`src/rtl/irq_priority_encoder.sv`:
```
// Registered 16-to-4 interrupt priority encoder: sticky pending bits, a source mask,
// and an irq/ack handshake that holds the granted code stable until it is acknowledged.
module irq_priority_encoder #(
    parameter int unsigned N     = 16,
    parameter int unsigned IDX_W = 4
) (
    input  logic             clk,
    input  logic             rst_n,
    input  logic [N-1:0]     req,
    input  logic             mask_we,
    input  logic [N-1:0]     mask_in,
    input  logic             ien,
    input  logic             ack,
    output logic             irq,
    output logic [IDX_W-1:0] code,
    output logic [N-1:0]     pending
);

    typedef enum logic [1:0] {StIdle, StReq, StClr} state_e;

    state_e           state_q, state_d;
    logic [N-1:0]     pending_q, pending_d;
    logic [N-1:0]     mask_q, mask_d;
    logic             irq_q, irq_d;
    logic [IDX_W-1:0] code_q, code_d;

    logic [N-1:0]     cand;
    logic [IDX_W-1:0] lsb_idx;
    logic [N-1:0]     code_onehot;

    assign cand        = pending_q & ~mask_q;
    assign code_onehot = N'(1) << code_q;
    assign mask_d      = mask_we ? mask_in : mask_q;

    // Scan downwards so the lowest set index is the last (winning) assignment.
    always_comb begin
        lsb_idx = '0;
        for (int i = N - 1; i >= 0; i--) begin
            if (cand[i]) lsb_idx = IDX_W'(i);
        end
    end

    always_comb begin
        state_d   = state_q;
        irq_d     = irq_q;
        code_d    = code_q;
        pending_d = pending_q | req;
        unique case (state_q)
            StIdle: begin
                irq_d = 1'b0;
                if (ien && (cand != '0)) begin
                    code_d  = lsb_idx;
                    irq_d   = 1'b1;
                    state_d = StReq;
                end
            end
            StReq: begin
                if (ack) begin
                    // A fresh request on the same edge re-sets the bit, so nothing is lost.
                    pending_d = (pending_q & ~code_onehot) | req;
                    irq_d     = 1'b0;
                    state_d   = StClr;
                end else if (!ien) begin
                    irq_d   = 1'b0;
                    state_d = StIdle;
                end
            end
            StClr: begin
                irq_d   = 1'b0;
                state_d = StIdle;
            end
            default: begin
                irq_d   = 1'b0;
                state_d = StIdle;
            end
        endcase
    end

    always_ff @(posedge clk or negedge rst_n) begin
        if (!rst_n) begin
            state_q   <= StIdle;
            pending_q <= '0;
            mask_q    <= '0;
            irq_q     <= 1'b0;
            code_q    <= '0;
        end else begin
            state_q   <= state_d;
            pending_q <= pending_d;
            mask_q    <= mask_d;
            irq_q     <= irq_d;
            code_q    <= code_d;
        end
    end

    assign irq     = irq_q;
    assign code    = code_q;
    assign pending = pending_q;

endmodule

```
`config.mk`:
```
export PLATFORM = sky130hd
export DESIGN_NAME = irq_priority_encoder
export DESIGN_NICKNAME = d
export VERILOG_FILES = /design/src/rtl/irq_priority_encoder.sv
export SDC_FILE = /design/constraint.sdc
export NUM_CORES = 1
export LEC_CHECK = 0
export CAP_MARGIN = 20
export CORE_ASPECT_RATIO = 0.7
export CORE_MARGIN = 8
export CORE_UTILIZATION = 37
export DETAILED_ROUTE_END_ITERATION = 10
export GPL_TIMING_DRIVEN = 1
export HOLD_SLACK_MARGIN = 0.12
export PLACE_DENSITY_LB_ADDON = 0.08
export SETUP_SLACK_MARGIN = 0.4
export SYNTH_ARGS = -nofsm -noshare
export SYNTH_HDL_FRONTEND = slang
export SYNTH_SLANG_ARGS = --single-unit
```
`constraint.sdc`:
```
create_clock -name clk -period 2 [get_ports clk]
set_input_delay 0.3 -clock clk [delete_from_list [all_inputs] [get_ports clk]]
set_output_delay 0.3 -clock clk [all_outputs]
set_load 0.05 [all_outputs]
```
==> results by group, run 1 <==
Power and ir drop
  • Psw: 679 uW
  • Clock Power Share: 25.5%
  • Comb power frac: 26.9%
  • Final Power: 2030 uW
  • P_leak: 0.00101 uW
  • Power per standard cell area: 777 nW/um^2
  • Switching Share: 33.5%
  • Internal Pwr Total: 1350 uW
  • Peak supply drop: 0.000330 V
  • Flop pwr share: 47.6%

Synthesis
  • Synthesized area per cell: 11.3 sq um
  • Syn Inst Count: 167
  • Distinct cells, synth: 36
  • Synth warn: 0
  • Main synth FF type: dfrtp_1
  • Top-count cell post-synth: dfrtp_1
  • Yosys reg bits: 39
  • Register area share after synthesis: 51.9%
  • Share of the synthesized area in the top cell type: 51.9%
  • Mapped cell area: 1880 sq um
  • Syn Nets: 204
  • Synth area leader: dfrtp_1
  • Synth area leaders: dfrtp_1, mux2_2, nand2b_1
  • Post-synth ARST share: 100%
  • Commonest cells in the synthesized netlist: dfrtp_1, nand2b_1, mux2_2, nand2_1, o21ai_0
  • Post-synth EDFFs: 0

Global route
  • Vias in the first global route: 1558
  • Grt ovf: 0
  • Total GRT Usage: 13.7%
  • Initial antenna violation count: 0
  • First-pass GRT wire length: 8020 microns
  • Largest net degree at the start of global routing: 40

STA
  • Final Setup Violations: 0
  • Least-Margin Pin Slew: 506 ps
  • Final Cycle Share: 84.3%
  • Fmax: 0.593 GHz
  • Setup Skew: 9.57 ps
  • Slew Limit Fails: 0
  • Hold Fails Final Rpt: 0
  • Setup_tns: 0 ps
  • RSZ-0062 raised after global routing: yes
  • Tmin final: 1690 ps
  • Slew Limit Headroom: 66.2%

Floorplan
  • Placeable Area: 4830 sq um
  • Chip width: 101 microns
  • Starting Density: 38.9%
  • Die H: 75.6 microns
  • Std cell rows: 21
  • Die area: 7660 sq um
  • Io pins: 58

Setup path
  • Crit-path cells: nor2b_1 > nor4_4 > nand4_2 > o21ai_4 > mux2_4
  • Crit path DAT: 1870 ps
  • Crit path required time: 2180 ps
  • Max Fanout on Critical Path: 4
  • Crit path capture type: flip-flop
  • Type of origin of the critical path: flip-flop
  • CP max-delay cell: dfrtp_2
  • Crit Path Class: flip-flop to flip-flop
  • Max incr delay on CP: 420 ps
  • Crit path launch: pending[5]$_DFF_PN0_
  • Reg2Reg Launch Point: pending[5]$_DFF_PN0_

Finish
  • Layout cells sized above 1: 20.7%
  • Antenna cells: 0
  • Nets: 268
  • P&R area growth vs syn: 38.7%
  • Fill count: 468

Detailed routing
  • DR iter-0 viols: 55
  • First-pass detailed-route iteration total: 4
  • Avg Vias per Cell: 4.87
  • Vias: 1467
  • DRC: 0
  • Wire per inst: 16.4 microns
  • Final wirelength: 4940 microns
  • ANT nets after route: 0

Placement
  • DP HPWL: 3770 microns
  • Port Buffers: 57
  • Final Wtd Congestion: 0.829

Job
  • Max cap viols: 0

Clock network
  • CTS Buf Count: 5
  • Deepest clock path buffer count: 2
  • Post-CTS Setup Inserts: 0
  • Depth of the CTS H-tree: 2
  • Reg clk slew, reported paths: 80 ps
  • Clk_lat worst skew: 290 ps
  • Sink Count: 39
  • CTS tree: yes
  • Clock Tree Root: clkbuf_8

Status
  • Outcome: complete, no violations

Hold path
  • Hold Crit Start: pending[12]$_DFF_PN0_
  • Hold Crit Class: flip-flop to flip-flop
==> registers in the layout, summed over array words and instances, names as in the netlist <==
signal	count
state_q	2
pending	16
code	4
irq	1
mask_q	16
==> placed cells by master, fill, tap and decap left out, types with 2 or more instances in the layout <==
| cell type | n |
|---|---|
| nand4_1 | 2 |
| inv_1 | 4 |
| nand3b_1 | 2 |
| o21ai_0 | 10 |
| nor3b_2 | 2 |
| buf_4 | 5 |
| nand2b_1 | 16 |
| clkbuf_2 | 2 |
| dlygate4sd2_1 | 17 |
| or2b_1 | 4 |
| nand4_2 | 2 |
| nand3_1 | 2 |
| dfrtp_1 | 30 |
| nor2b_4 | 2 |
| clkdlybuf4s50_1 | 35 |
| clkbuf_8 | 5 |
| clkbuf_1 | 3 |
| a21o_1 | 8 |
| dfrtp_2 | 9 |
| a21oi_1 | 6 |
| nand2_1 | 15 |
| and2b_1 | 4 |
| o31ai_1 | 2 |
| nor2b_1 | 8 |
| mux2_2 | 15 |
| nor2_1 | 5 |
==> through the flow <==
| step | hold slack, ps | instance area, sq um | utilization, % | cells | worst slack, ps |
|---|---|---|---|---|---|
| 6_report | 490 | 2610 | 53.9 | 301 | 313 |
| 5_1_grt | 512 | 2610 | 53.9 | 301 | 231 |
| 4_1_cts | 492 | 2610 | 54.0 | 301 | 301 |
| 3_5_place_dp | 393 | 2540 | 52.6 | 292 | 288 |
| 3_3_place_gp | 383 | 2540 | 52.6 | 292 | 334 |
| 2_1_floorplan | 4.41 | 1890 | - | 167 | 267 |
==> cell type report <==
class | instances | area, sq um | share of cell area (%)
flip-flops and latches | 39 | 987 | 37.9
multi-input cells | 120 | 877 | 33.6
repair buffers | 61 | 562 | 21.5
inverters | 4 | 15.0 | 0.576
well taps | 69 | 86.3 | 3.31
clock buffers | 8 | 80.1 | 3.07
==> cell families (layout without fill, tap and decap cells) <==
kind of cell    Yosys count  in the layout  synth area share, %
buf+inv                   8             73                 1.73
simple gates             69             69                 24.1
flops                    39             39                 51.9
mux                      16             16                 9.78
compound gates           35             35                 12.5
==> power by group through the flow <==
stage / Combinational [uW] / Sequential (uW) / Clock, uW
2_1_floorplan: 260 / 1050 / 0
3_3_place_gp: 559 / 975 / 0
3_5_place_dp: 565 / 977 / 0
4_1_cts: 554 / 962 / 529
5_1_grt: 589 / 982 / 571
6_report: 546 / 965 / 516
==> critical path: cells and delay by family, from the launching register on <==
family,cells,cell delay [ps]
AO/OA/AOI/OAI,1,210
multiplexers,1,310
AND/OR/NAND/NOR,3,630
flip-flops,1,420
==> timing repair <==
item	4_1_cts	5_1_grt
hold buffers	1	0
gates resized for setup	19	5
endpoints found under the hold margin	39	0
setup endpoints to repair	20	4
==> path summary, 6_finish.rpt <==
kind | to | slack, ps | cells past startpoint
hold / removal | pending[12]$_DFF_PN0_ | 490 | 1
min in group asynchronous | pending[3]$_DFF_PN0_ | 610 | 3
max in group asynchronous | pending[8]$_DFF_PN0_ | 1000 | 3
hold reg to reg | pending[12]$_DFF_PN0_ | 490 | 1
setup / recovery | code[0]$_DFFE_PN0P_ | 310 | 5
setup reg to reg | code[0]$_DFFE_PN0P_ | 310 | 5
==> routing by layer <==
metal | track usage (%) | routed length [microns]
met5 | 0 | 0
met2 | 19.8 | 2060
met1 | 19.1 | 2490
met4 | 3.45 | 17
met3 | 4.56 | 372
No activity file was read; power rests on OpenSTA's default activity.
==> run 2: changes to the inputs <==
Clock period 2 ns to 1.45 ns, I/O delays scaled along.
==> results by group, run 2 (synthesized netlist as in run 1, its figures left out) <==
Status
  • Outcome: finished, violations left
  • Failing checks: setup timing

Power and ir drop
  • Power per standard cell area: 952 nW/um^2 (+23%)
  • P_leak: 0.00150 uW (+49%)
  • Peak supply drop: 0.000627 V (+90%)

STA
  • Hold Fails Final Rpt: 0 (unchanged)
  • Tmin final: 1640 ps (-43.7 ps)
  • Setup Skew: 6.37 ps (-3.20 ps)
  • RSZ-0062 raised after global routing: yes
  • Slew Limit Fails: 0 (unchanged)
  • Fmax: 0.609 GHz (+2.7%)
  • Final worst slack: -193 ps (-506 ps)
  • Final Cycle Share: 113% (+29 points)
  • Final Setup Violations: 5 (+5)
  • Least-Margin Pin Slew: 493 ps (-12.9 ps)
  • Slew Limit Headroom: 67.1% (+0.86 points)

Finish
  • P&R area growth vs syn: 85.4%
  • Layout cells sized above 1: 50.5% (+30 points)
  • Fill count: 340 (-27%)
  • Commonest cells after routing, fill and taps aside: clkdlybuf4s50_1, dfrtp_1, buf_4
  • Fin util: 72.1% (+18 points)
  • Antenna cells: 0 (unchanged)
  • Nets: 317 (+18%)
  • Most common cell after layout, fill and taps aside: clkdlybuf4s50_1

Clock network
  • Deepest clock path buffer count: 2 (unchanged)
  • Reg clk slew, reported paths: 70 ps (about the same)
  • CTS tree: yes
  • Clk_lat worst skew: 290 ps (about the same)
  • Depth of the CTS H-tree: 2 (unchanged)
  • Sink Count: 39 (unchanged)
  • Clock Tree Root: clkbuf_8
  • CTS Buf Count: 5 (unchanged)

Placement
  • Pre-CTS setup slack: -181 ps (-469 ps)
  • Port Buffers: 57 (unchanged)
  • Final Wtd Congestion: 0.904 (+9.1%)
  • DP HPWL: 4340 microns (+15%)

Setup path
  • Crit path required time: 1620 ps (-560 ps)
  • Setup slack, reg-to-reg: -190 ps (-510 ps)
  • Max Fanout on Critical Path: 2 (-2)
  • Crit path capture type: flip-flop
  • Crit path DAT: 1810 ps (-60 ps)
  • Type of origin of the critical path: flip-flop
  • Reg2Reg Launch Point: pending[7]$_DFF_PN0_
  • Worst R2R Path Depth: 5 (unchanged)
  • Crit Path Class: flip-flop to flip-flop
  • Worst reg2reg path endpoint: code[0]$_DFFE_PN0P_

Floorplan
  • Chip width: 101 microns (unchanged)
  • Io pins: 58 (unchanged)
  • Std cell rows: 21 (unchanged)
  • Starting Density: 38.9% (unchanged)
  • Placeable Area: 4830 sq um (unchanged)
  • Die area: 7660 sq um (unchanged)
  • Die H: 75.6 microns (unchanged)

Job
  • Max cap viols: 0 (unchanged)

Detailed routing
  • DR iter-0 viols: 93 (+69%)
  • Wire per inst: 18.1 microns (+10%)
  • Vias: 1765 (+20%)
  • Final wirelength: 6320 microns (+28%)
  • First-pass detailed-route iteration total: 6 (+2)
  • DRC: 0 (unchanged)
  • Avg Vias per Cell: 5.04 (+3.5%)
  • ANT nets after route: 0 (unchanged)

Global route
  • Total GRT Usage: 16.8% (+3.1 points)
  • Grt ovf: 0 (unchanged)
  • Vias in the first global route: 1839 (+18%)
  • Initial antenna violation count: 0 (unchanged)
  • First-pass GRT wire length: 9750 microns (+22%)
  • Largest net degree at the start of global routing: 22 (-45%)

Hold path
  • Hold Crit Class: input port to async pin
run 2: changes by cell type in the layout (fill, tap and decap cells not counted), moves of 3 or more:
cell,before,now
a21oi_1,6,3
a21oi_2,0,3
nand2_2,0,5
dfrtp_2,9,13
buf_6,0,24
o21ai_2,0,6
buf_4,5,25
nand2_1,15,9
nor2b_1,8,5
dfrtp_1,30,26
o21ai_0,10,2
nor2b_4,2,5
buf_12,0,23
dlygate4sd2_1,17,1
run 2: cell type report:
class                   count  area (sq um)  area share (%)
inverters                   4          17.5           0.502
repair buffers            110          1320            37.7
multi-input cells         120           996            28.6
clock buffers               8          80.1            2.30
well taps                  69          86.3            2.48
flip-flops and latches     39           992            28.5
run 2: what timing repair did:
item / in CTS / in global routing
cloned: 1 / 0
setup buffers: 11 / 7
setup endpoints to repair: 58 / 44
pin swaps: 20 / 6
endpoints found under the hold margin: 18 / 0
hold buffers: 1 / 0
resized for setup: 39 / 15
run 2: critical path: stages (launching register included):
cell and delay [ps]:
dfrtp_2 400, nor2b_4 140, nor4_4 320, nand4_2 180
o21ai_4 170, mux2_4 310
run 2: worst max path at each step:
stage | start | end | slack [ps] | cells after the start
2_1_floorplan | pending[7]$_DFF_PN0_ | code[0]$_DFFE_PN0P_ | -280 | 5
3_3_place_gp | pending[7]$_DFF_PN0_ | code[0]$_DFFE_PN0P_ | -120 | 5
3_5_place_dp | pending[7]$_DFF_PN0_ | code[0]$_DFFE_PN0P_ | -180 | 5
4_1_cts | pending[7]$_DFF_PN0_ | code[0]$_DFFE_PN0P_ | -170 | 5
5_1_grt | pending[7]$_DFF_PN0_ | irq$_DFFE_PN0P_ | -260 | 7
6_report | pending[7]$_DFF_PN0_ | code[0]$_DFFE_PN0P_ | -190 | 5
run 2: metal layers:
| layer | global-route usage, % | routed length [microns] | vias up |
|---|---|---|---|
| met2 | 27.4 | 3000 | 81 |
| met3 | 5.11 | 452 | 18 |
| met5 | 0 | 0 | - |
| li1 | - | - | 813 |
| met4 | 4.11 | 163 | 0 |
| met1 | 21.4 | 2700 | 853 |
run 2: per-stage QoR:
step,std cells,hold slack [ps],instance area [sq um],TNS [ps],total power (uW)
after floorplan,167,-78.1,1950,-452,1870
after global placement,322,202,3060,-1340,2400
after detailed placement,322,209,3060,-1810,2430
after CTS,343,432,3380,-600,3260
after global routing,350,465,3490,-1280,3470
final,350,422,3490,-751,3320
run 2: power by group:
group | switching, uW | total, uW | internal, uW
registers | 151 | 1340 | 1190
logic | 606 | 1280 | 673
clock network | 354 | 696 | 342
total | 1110 | 3320 | 2210
